`src/rtl/uart_tx_arbiter.sv`:
```
// Round-robin arbiter sharing one handshaking UART transmitter among NUM_REQ byte
// streams; a granted requester keeps the transmitter until its last byte has completed.
module uart_tx_arbiter #(
    parameter int NUM_REQ       = 4,
    parameter int ISSUE_TIMEOUT = 255
) (
    input  logic                   clk,
    input  logic                   reset,
    input  logic [NUM_REQ-1:0]     req_valid,
    input  logic [8*NUM_REQ-1:0]   req_data,
    input  logic [NUM_REQ-1:0]     req_last,
    output logic [NUM_REQ-1:0]     req_ready,
    output logic                   tx_dv,
    output logic [7:0]             tx_byte,
    input  logic                   tx_active,
    input  logic                   tx_done,
    output logic [2:0]             grant_id,
    output logic                   busy,
    output logic                   timeout
);

    localparam int CW = (ISSUE_TIMEOUT < 2) ? 1 : $clog2(ISSUE_TIMEOUT + 1);

    typedef enum logic [1:0] {
        S_IDLE      = 2'd0,
        S_ISSUE     = 2'd1,
        S_WAIT_DONE = 2'd2,
        S_GAP       = 2'd3
    } state_t;

    state_t               state_q, state_d;
    logic [NUM_REQ-1:0]   req_ready_q, req_ready_d;
    logic                 tx_dv_q, tx_dv_d;
    logic [7:0]           tx_byte_q, tx_byte_d;
    logic [2:0]           grant_q, grant_d;
    logic                 busy_q, busy_d;
    logic                 timeout_q, timeout_d;
    logic [2:0]           rr_q, rr_d;
    logic                 last_q, last_d;
    logic [CW-1:0]        cnt_q, cnt_d;

    logic [NUM_REQ-1:0]   hi_mask_s;
    logic [NUM_REQ-1:0]   cand_s;
    logic [2:0]           pick_idx_s;
    logic [7:0]           pick_data_s;
    logic                 pick_last_s;
    logic                 g_valid_s;
    logic [7:0]           g_data_s;
    logic                 g_last_s;
    logic [2:0]           next_rr_s;

    // Round-robin pick: lowest valid index at/after rr pointer, else lowest valid overall.
    always_comb begin
        hi_mask_s   = '0;
        pick_idx_s  = 3'd0;
        pick_data_s = 8'd0;
        pick_last_s = 1'b0;
        for (int i = 0; i < NUM_REQ; i++) begin
            hi_mask_s[i] = req_valid[i] & (3'(i) >= rr_q);
        end
        cand_s = (|hi_mask_s) ? hi_mask_s : req_valid;
        for (int i = NUM_REQ - 1; i >= 0; i--) begin
            pick_idx_s = cand_s[i] ? 3'(i) : pick_idx_s;
        end
        for (int i = 0; i < NUM_REQ; i++) begin
            pick_data_s = (pick_idx_s == 3'(i)) ? req_data[8*i +: 8] : pick_data_s;
            pick_last_s = (pick_idx_s == 3'(i)) ? req_last[i] : pick_last_s;
        end
    end

    // Select the current owner's request lines without a variable part-select.
    always_comb begin
        g_valid_s = 1'b0;
        g_data_s  = 8'd0;
        g_last_s  = 1'b0;
        for (int i = 0; i < NUM_REQ; i++) begin
            g_valid_s = (grant_q == 3'(i)) ? req_valid[i]       : g_valid_s;
            g_data_s  = (grant_q == 3'(i)) ? req_data[8*i +: 8] : g_data_s;
            g_last_s  = (grant_q == 3'(i)) ? req_last[i]        : g_last_s;
        end
        next_rr_s = (grant_q == 3'(NUM_REQ - 1)) ? 3'd0 : grant_q + 3'd1;
    end

    // Next-state and registered-output computation.
    always_comb begin
        state_d     = state_q;
        req_ready_d = '0;
        tx_dv_d     = tx_dv_q;
        tx_byte_d   = tx_byte_q;
        grant_d     = grant_q;
        busy_d      = busy_q;
        timeout_d   = 1'b0;
        rr_d        = rr_q;
        last_d      = last_q;
        cnt_d       = cnt_q;
        case (state_q)
            S_IDLE: begin
                if (|req_valid) begin
                    grant_d     = pick_idx_s;
                    busy_d      = 1'b1;
                    tx_byte_d   = pick_data_s;
                    last_d      = pick_last_s;
                    req_ready_d = NUM_REQ'(1'b1) << pick_idx_s;
                    tx_dv_d     = 1'b1;
                    cnt_d       = '0;
                    state_d     = S_ISSUE;
                end else begin
                    tx_dv_d = 1'b0;
                    busy_d  = 1'b0;
                end
            end
            S_ISSUE: begin
                if (tx_active) begin
                    tx_dv_d = 1'b0;
                    state_d = S_WAIT_DONE;
                end else if (cnt_q == CW'(ISSUE_TIMEOUT - 1)) begin
                    // Transmitter never started (e.g. CTS low): drop the accepted byte.
                    tx_dv_d   = 1'b0;
                    timeout_d = 1'b1;
                    busy_d    = 1'b0;
                    rr_d      = next_rr_s;
                    state_d   = S_IDLE;
                end else begin
                    cnt_d = cnt_q + CW'(1);
                end
            end
            S_WAIT_DONE: begin
                if (tx_done) begin
                    state_d = S_GAP;
                end else begin
                    state_d = S_WAIT_DONE;
                end
            end
            S_GAP: begin
                if (!tx_done && !tx_active) begin
                    if (last_q) begin
                        busy_d  = 1'b0;
                        rr_d    = next_rr_s;
                        state_d = S_IDLE;
                    end else if (g_valid_s) begin
                        tx_byte_d   = g_data_s;
                        last_d      = g_last_s;
                        req_ready_d = NUM_REQ'(1'b1) << grant_q;
                        tx_dv_d     = 1'b1;
                        cnt_d       = '0;
                        state_d     = S_ISSUE;
                    end else begin
                        state_d = S_GAP;
                    end
                end else begin
                    state_d = S_GAP;
                end
            end
            default: begin
                state_d = S_IDLE;
                tx_dv_d = 1'b0;
                busy_d  = 1'b0;
            end
        endcase
    end

    // State and output registers.
    always_ff @(posedge clk or posedge reset) begin
        if (reset) begin
            state_q     <= S_IDLE;
            req_ready_q <= '0;
            tx_dv_q     <= 1'b0;
            tx_byte_q   <= 8'd0;
            grant_q     <= 3'd0;
            busy_q      <= 1'b0;
            timeout_q   <= 1'b0;
            rr_q        <= 3'd0;
            last_q      <= 1'b0;
            cnt_q       <= '0;
        end else begin
            state_q     <= state_d;
            req_ready_q <= req_ready_d;
            tx_dv_q     <= tx_dv_d;
            tx_byte_q   <= tx_byte_d;
            grant_q     <= grant_d;
            busy_q      <= busy_d;
            timeout_q   <= timeout_d;
            rr_q        <= rr_d;
            last_q      <= last_d;
            cnt_q       <= cnt_d;
        end
    end

    assign req_ready = req_ready_q;
    assign tx_dv     = tx_dv_q;
    assign tx_byte   = tx_byte_q;
    assign grant_id  = grant_q;
    assign busy      = busy_q;
    assign timeout   = timeout_q;

endmodule

```
`config.mk`:
```
export PLATFORM = sky130hd
export DESIGN_NAME = uart_tx_arbiter
export DESIGN_NICKNAME = d
export VERILOG_FILES = /design/src/rtl/uart_tx_arbiter.sv
export SDC_FILE = /design/constraint.sdc
export NUM_CORES = 1
export LEC_CHECK = 0
export ABC_AREA = 1
export BUFFER_PORTS_ARGS = -buffer_cell sky130_fd_sc_hd__buf_2
export CORE_MARGIN = 8
export CORE_UTILIZATION = 55
export CTS_BUF_LIST = sky130_fd_sc_hd__clkbuf_8 sky130_fd_sc_hd__clkbuf_16
export DETAILED_ROUTE_END_ITERATION = 12
export PLACE_DENSITY = 0.83
export SETUP_SLACK_MARGIN = 0.15
export SYNTH_ARGS = -nofsm -noshare
export SYNTH_HDL_FRONTEND = slang
export SYNTH_SLANG_ARGS = --single-unit
```
`constraint.sdc`:
```
create_clock -name clk -period 2.5 [get_ports clk]
set_input_delay 0.5 -clock clk [delete_from_list [all_inputs] [get_ports clk]]
set_output_delay 0.5 -clock clk [all_outputs]
set_load 0.005 [all_outputs]
```
Word-level counts from Yosys, hierarchy flattened

Index checks and enable logic that the tools add are counted.

Add/subtract/negate cells: 2
Magnitude comparators: 4
Eq/ne operators: 19
Shifts and indexed selects: 2
Muxes and demuxes: 75
Bitwise operators: 4
Reductions and logical operators: 19

Operators with widths:

| operator                                                          | number |
|---|---|
| 2-to-1 mux 8 bit                                                  | 18 |
| 2-to-1 mux 1 bit                                                  | 29 |
| one-hot mux 8 bit (3 select lines)                                | 1 |
| 2-to-1 mux 2 bit                                                  | 10 |
| 2-to-1 mux 4 bit                                                  | 5 |
| AND reduction 5 bit                                               | 4 |
| inequality test 2 bit (second input constant)                     | 8 |
| one-hot mux 8 bit (2 select lines)                                | 1 |
| 2-to-1 mux 3 bit                                                  | 5 |
| adder 8 x 1 -> 8 bit (second input constant)                      | 1 |
| equality test 2 bit (second input constant)                       | 4 |
| equality test 8 bit (second input constant)                       | 1 |
| one-hot mux 2 bit (4 select lines)                                | 1 |
| one-hot mux 4 bit (2 select lines)                                | 1 |
| OR reduction 4 bit                                                | 2 |
| AND reduction 7 bit                                               | 1 |
| equality test 3 x 2 -> 1 bit (second input constant)              | 2 |
| greater-or-equal comparator 1 x 3 -> 1 bit (first input constant) | 2 |
| greater-or-equal comparator 2 x 3 -> 1 bit (first input constant) | 2 |
| zero test 3 bit                                                   | 2 |
| one-hot mux 1 bit (3 select lines)                                | 2 |
| one-hot mux 3 bit (2 select lines)                                | 1 |
| AND 1 bit                                                         | 4 |
| equality test 2 x 1 -> 1 bit (second input constant)              | 2 |
| 13 further kinds                                                  | 16 |

Bits in registers: 32
Bits of input ports: 44
Output and inout bits: 18
Word-level logic and storage cells: 135

Longest topological paths before layout

Gate-level depths: netlist of run 1.

Depth in word-level cells: 15
Gate-level depth with buffers: 15
Mapped depth without buffers: 13

Worst setup path after synthesis of run 1

OpenSTA, ideal clock, no wires.

Kind: register -> register
Start point: register grant_q[0] (netlist: grant_id[0])
End point: register tx_byte_q[0] (netlist: tx_byte[0])
Arrival: 1.721 ns
Path slack: 0.659 ns
Cell stages (with the launch flop): 15
Path buffers: 2
Clock period less this slack: 1.841 ns
Path through: dfrtp_1 -> inv_1 -> ha_1 -> buf_4 -> inv_1 -> nor2_1 -> nor2_1 -> nand2_1 -> nand2_1 -> nand2_1 -> nand2_1 -> nand2_2 -> buf_4 -> nor2_1 -> a21oi_2

Cells in the longest elaborated chain, start to end: 9

Ends and longest elaborated chain:

| element                            | line   | source |
|---|---|---|
| from (decl)                        | 35     | `logic [2:0] grant_q, grant_d;` |
| from (signal assigned)             | 180    | `grant_q <= grant_d;` |
| zero test 3 bit                    | 77, 78 |  |
| 2-to-1 mux 8 bit (4 in a row)      | 78     | `g_data_s = (grant_q == 3'(i)) ? req_data[8*i +: 8] : g_data_s;` |
| 2-to-1 mux 8 bit                   | 140    | `end else if (g_valid_s) begin` |
| 2-to-1 mux 8 bit                   | 136    | `if (last_q) begin` |
| 2-to-1 mux 8 bit                   | 135    | `if (!tx_done && !tx_active) begin` |
| one-hot mux 8 bit (2 select lines) | 96     | `case (state_q)` |
| to (signal assigned)               | 179    | `tx_byte_q <= tx_byte_d;` |
| to (decl)                          | 34     | `logic [7:0] tx_byte_q, tx_byte_d;` |

Several ways; a longest one is shown, not always the timed one. The select of a mux whose other input is x is not followed.
A chain may end at the register's enable or synchronous reset.

Worst setup path after layout of run 1

Start point: register grant_q[1] (netlist: grant_id[1])
End point: register tx_byte_q[0] (netlist: tx_byte[0])

The elaborated chain is that of the path after synthesis.

==> results of run 1 <==
==> critical path, cell delays in order, from the launching register on <==
cell	delay (ns)
dfrtp_1	0.43
inv_1	0.10
ha_2	0.27
inv_1	0.12
nand2_1	0.08
o21ai_0	0.15
nand2_1	0.08
nand2_1	0.10
nand2_1	0.06
nand2_1	0.12
nand2_2	0.22
nor2_1	0.20
a21oi_2	0.07
==> per-layer routing <==
layer / part of all wire [%] / GRT usage, % / up-vias
li1: - / - / 1398
met1: 43 / 25.9 / 1283
met2: 44 / 32.8 / 153
met3: 11 / 5.50 / 30
met4: 2.7 / 9.08 / 0
met5: 0 / 0 / -
==> per-stage QoR <==
| stage | util [%] | total power, mW | cell area [µm²] | setup slack, ns | cells |
|---|---|---|---|---|---|
| 6_report | 65.7 | 3.53 | 3080 | 0.391 | 503 |
| 5_1_grt | 65.7 | 3.83 | 3080 | 0.212 | 503 |
| 4_1_cts | 65.6 | 3.51 | 3080 | 0.281 | 503 |
| 3_5_place_dp | 63.2 | 2.97 | 2970 | 0.318 | 496 |
| 3_3_place_gp | 63.2 | 2.93 | 2970 | 0.314 | 496 |
| 2_1_floorplan | - | 2.47 | 2660 | 0.659 | 391 |
==> cell families (layout without fill, tap and decap cells) <==
kind of cell,count (synthesis),in the layout,synth area share [%]
AND/OR/NAND/NOR,194,194,35.1
buffers and inverters,72,130,11.7
AO/OA/AOI/OAI,81,81,18.9
XOR/XNOR,2,2,0.660
other,1,1,0.141
flip-flops,30,30,28.3
adder cells (fa/ha/maj),11,11,5.18
==> state kept, by name (all words and copies together), names as in the netlist <==
register,count
rr_q,2
last_q,1
state_q,2
cnt_q,8
timeout,1
busy,1
tx_dv,1
tx_byte,8
grant_id,2
req_ready,4
==> power groups by stage <==
stage	combinational (mW)	sequential (mW)	clock [mW]
after global placement	2.13	0.793	0
after floorplan	1.68	0.795	0
after detailed placement	2.16	0.802	0
after CTS	2.18	0.797	0.524
final	2.23	0.798	0.509
after global routing	2.47	0.817	0.544
==> cell usage in the layout, fill, tap and decap left out, types with 9 or more instances in the layout <==
master   count
a21oi_1     25
buf_2       60
dfrtp_1     30
ha_1         9
inv_1       55
nand2_1     84
nand3_1     37
nand4_1     11
nor2_1      28
o21ai_0     22
==> layout make-up <==
cell class	instances	area, µm²
clock inverters	1	30.0
clock buffers	6	82.6
fillers	413	1610
well taps	54	67.6
inverters	58	218
repair buffers	65	338
flip-flops and latches	30	751
multi-input cells	289	1600
==> path summary, 6_finish.rpt <==
check                        endpoint  slack [ns]
min in group clk              timeout        0.44
min                          cnt_q[3]        0.28
max in group asynchronous     rr_q[1]        1.93
max reg2reg                tx_byte[0]        0.39
min reg2reg                      busy        0.50
max                        tx_byte[0]        0.39
==> repair_timing <==
item                       in CTS  in global routing
buffers inserted                0                  0
resized for setup               0                  2
setup endpoints to repair       0                 16
==> results.json, run 1 <==
{
  "drtPass1Iterations": 6,
  "period_share_pct": 84.4,
  "grt_setup_unrepaired": "no",
  "synthCells": 391,
  "slew_viol_final": 0,
  "pwr-share-seq_pct": 22.6,
  "ys_types": 41,
  "antennaDiodeCount": 0,
  "max-slew-margin-rel_pct": 65.9,
  "netlist.area_leader.share_pct": 28.3,
  "cts_hold_buf": 0,
  "ys_top_cells_by_area": "dfrtp_1 28%, nand2_1 12%, inv_1 7.8%, nand3_1 7.0%, ha_1 5.2%",
  "max_freq_mhz": 474,
  "tightest_slew_ns": 0.512,
  "crit_fanout": 16,
  "grt-ovfl-total": 0,
  "ant_nets": 0,
  "htree_levels": 2,
  "dp_hpwl_um": 5510,
  "finalHoldViolCount": 0,
  "initial_utilization_pct": 56.6,
  "drive_gt1_share_pct": 25.4,
  "grt.total_usage_pct": 20.8,
  "sw_frac_of_total_pct": 49.8,
  "crit_type": "reg2reg",
  "antenna_found_initial": 0,
  "die_x_um": 85.5,
  "avgSynthCellArea_um2": 6.79,
  "yosys_warnings": 0,
  "setup_viol": 0,
  "clkPwrFrac_pct": 14.4,
  "finClkSkew_ns": 0.00701,
  "ys_seq_area_share_pct": 28.3,
  "period_needed_ns": 2.11,
  "num-nets-final": 504,
  "grt_pass1_vias": 2648,
  "endpoint_kind": "flip-flop",
  "max_cap_violations": 0,
  "start_kind": "flip-flop",
  "synthesis.nets": 446,
  "status": "completed",
  "yosysMostFrequentCell": "nand2_1",
  "initialDrtViolationCount": 211,
  "synth_enable_flop_cells": 0,
  "crit_path_start": "grant_id[1]",
  "tns_ns": 0,
  "r2r_cells": 12,
  "clk_pin_slew_ns": 0.07,
  "grt_pass1_wl_um": 12200,
  "coreArea_um2": 4690,
  "core.rowCount": 25,
  "die-height_um": 85.5,
  "r2r_start": "grant_id[1]",
  "num_vias": 2864,
  "worstSkewPairLatency_ns": 0.29,
  "root_buffer": "clkbuf_8",
  "synth_area_um2": 2660,
  "worstPathArrival_ns": 2.29,
  "ios": 62,
  "cts.sinks": 30,
  "ir_drop_mv": 0.653,
  "netSwitchingPower_mw": 1.76,
  "tritoncts": "done",
  "synth-async-reset-ratio_pct": 100,
  "wl_per_cell_um": 15.1,
  "grt_max_degree": 31,
  "netlist_top_cells_count": "84 x nand2_1, 55 x inv_1, 37 x nand3_1",
  "dieArea_um2": 7310,
  "syn_to_final_growth_pct": 16.2,
  "combPwrFrac_pct": 63.0,
  "io_buffers": 60,
  "viasPerCell": 5.69,
  "cts_buffer_depth": 2,
  "routabilityCongestion": 0.902,
  "synth-seq-cells": 30,
  "drcViolationCount": 0,
  "cts_buffers": 5,
  "powerDensity_nw_per_um2": 1150,
  "yosysTopAreaCell": "dfrtp_1",
  "internal-power_mw": 1.77,
  "holdWs_ns": 0.278,
  "routed_wl_um": 7600,
  "crit_required_ns": 2.68,
  "hold_path_class": "in2async",
  "synth-main-ff-cell": "dfrtp_1",
  "total_leakage_power_nw": 1.65
}
No activity file was read; power rests on OpenSTA's default activity.
==> run 2: changes to the inputs <==
Clock period 2.5 ns to 2 ns, I/O delays scaled along.
==> run 2 against run 1 <==
Sequential power is 24% higher. Hold slack got worse by 0.11 ns. Global-route usage up 1.7 points. Highest routed layer unchanged. Clock power up 6.9%. Final area up 7.6%. Clock skew increased by 0.0067 ns. First-iteration DRC count increased by 74%.
==> results.json, run 2 (same netlist as run 1, synthesis figures left out) <==
{
  "htree_levels": 2,
  "viasPerCell": 5.85,
  "core.rowCount": 25,
  "max_cap_violations": 0,
  "final_common_cell": "nand2_1",
  "dp_hpwl_um": 5980,
  "status": "completed",
  "grt_pass1_wl_um": 13400,
  "drive_gt1_share_pct": 31.2,
  "ir_drop_mv": 0.823,
  "cts.sinks": 30,
  "final_cell_mix": "79 x nand2_1, 60 x buf_2, 54 x inv_1",
  "grt_pass1_vias": 2898,
  "worstSkewPairLatency_ns": 0.30,
  "ios": 62,
  "ant_nets": 0,
  "endpoint_kind": "flip-flop",
  "powerDensity_nw_per_um2": 1500,
  "crit_fanout": 8,
  "period_share_pct": 92.0,
  "drtPass1Iterations": 7,
  "slew_viol_final": 0,
  "r2r_start": "grant_id[1]",
  "start_kind": "flip-flop",
  "finalHoldViolCount": 0,
  "tritoncts": "done",
  "max_freq_mhz": 544,
  "crit_path_start": "grant_id[1]",
  "crit_type": "reg2reg",
  "grt-ovfl-total": 0,
  "num-nets-final": 519,
  "total_leakage_power_nw": 1.74,
  "hold_path_class": "in2async",
  "clk_pin_slew_ns": 0.08,
  "crit_required_ns": 2.18,
  "p_total_mw": 4.99,
  "initial_utilization_pct": 56.6,
  "cts_buffer_depth": 2,
  "wl_per_cell_um": 16.8,
  "period_needed_ns": 1.84,
  "routabilityCongestion": 0.932,
  "cts_buffers": 5,
  "coreArea_um2": 4690,
  "grt_max_degree": 31,
  "antenna_found_initial": 0,
  "fillers": 400,
  "syn_to_final_growth_pct": 25.0,
  "grt_setup_unrepaired": "yes",
  "setup_viol": 0,
  "initialDrtViolationCount": 368,
  "antennaDiodeCount": 0,
  "num_vias": 3038,
  "io_buffers": 60,
  "routed_wl_um": 8700,
  "tns_ns": 0,
  "root_buffer": "clkbuf_8",
  "finClkSkew_ns": 0.0137,
  "die-height_um": 85.5,
  "postLayoutCoreUtil_pct": 70.7,
  "die_x_um": 85.5,
  "dieArea_um2": 7310,
  "drcViolationCount": 0,
  "grt.total_usage_pct": 22.5,
  "worstPathArrival_ns": 2.02
}
-- run 2: cell types whose count changed in the layout (fill, tap and decap cells not counted), sizes merged --
cell      previous run  this run
nand2               95        96
buf                 65        78
nand3               42        43
clkinvlp             0         1
bufinv               1         0
clkinv               1         2
-- run 2: through the flow --
stage | worst slack, ns | area [µm²] | cells | hold WS [ns]
after global routing | 0.0615 | 3320 | 519 | 0.213
after detailed placement | 0.0660 | 3050 | 507 | 0.473
after global placement | 0.150 | 3050 | 507 | 0.469
final | 0.161 | 3320 | 519 | 0.163
after CTS | 0.187 | 3170 | 516 | 0.177
after floorplan | 0.159 | 2660 | 391 | 0.473
-- run 2: layout make-up --
class | instances | area [µm²] | area share [%]
well taps | 54 | 67.6 | 2.04
clock inverters | 2 | 12.5 | 0.377
clock buffers | 6 | 82.6 | 2.49
inverters | 58 | 219 | 6.60
flip-flops and latches | 30 | 751 | 22.6
repair buffers | 78 | 448 | 13.5
multi-input cells | 291 | 1740 | 52.4
-- run 2: where the power goes --
part | switching (mW) | internal (mW)
clock | 0.267 | 0.277
sequential | 0.155 | 0.834
combinational | 2.16 | 1.29
total | 2.58 | 2.40
-- run 2: timing repair --
| action | 4_1_cts | 5_1_grt |
|---|---|---|
| gates cloned | 0 | 2 |
| gates resized for setup | 5 | 26 |
| endpoints found under the setup margin | 16 | 20 |
| hold buffers | 0 | 0 |
| pin swaps | 0 | 6 |
| buffers inserted | 1 | 1 |
| endpoints found under the hold margin | 0 | 0 |
-- run 2: per-layer routing --
layer | vias to the layer above | track usage (%) | part of all wire [%]
met1 | 1382 | 28.3 | 41
met2 | 186 | 36.9 | 47
li1 | 1441 | - | -
met4 | 0 | 5.25 | 2.3
met5 | - | 0 | 0
met3 | 29 | 6.27 | 10
-- run 2: worst paths after layout --
check / endpoint / cells past startpoint / slack [ns]
max: tx_byte[4] / 12 / 0.16
min: tx_byte[3] / 3 / 0.16
max reg2reg: tx_byte[4] / 12 / 0.16
min reg2reg: busy / 2 / 0.49
max in group asynchronous: rr_q[1] / 3 / 1.54
min in group clk: timeout / 2 / 0.34
-- run 2: critical path, stage by stage (launching register included) --
cell and delay, ns:
dfrtp_1 0.35, inv_1 0.07, ha_2 0.21, inv_1 0.10, nand2_2 0.08, o21ai_2 0.14
nand2_1 0.10, nand2_2 0.10, nand2_2 0.10, nand2_8 0.14, nand2_8 0.08, nor2_1 0.16
a21oi_2 0.08
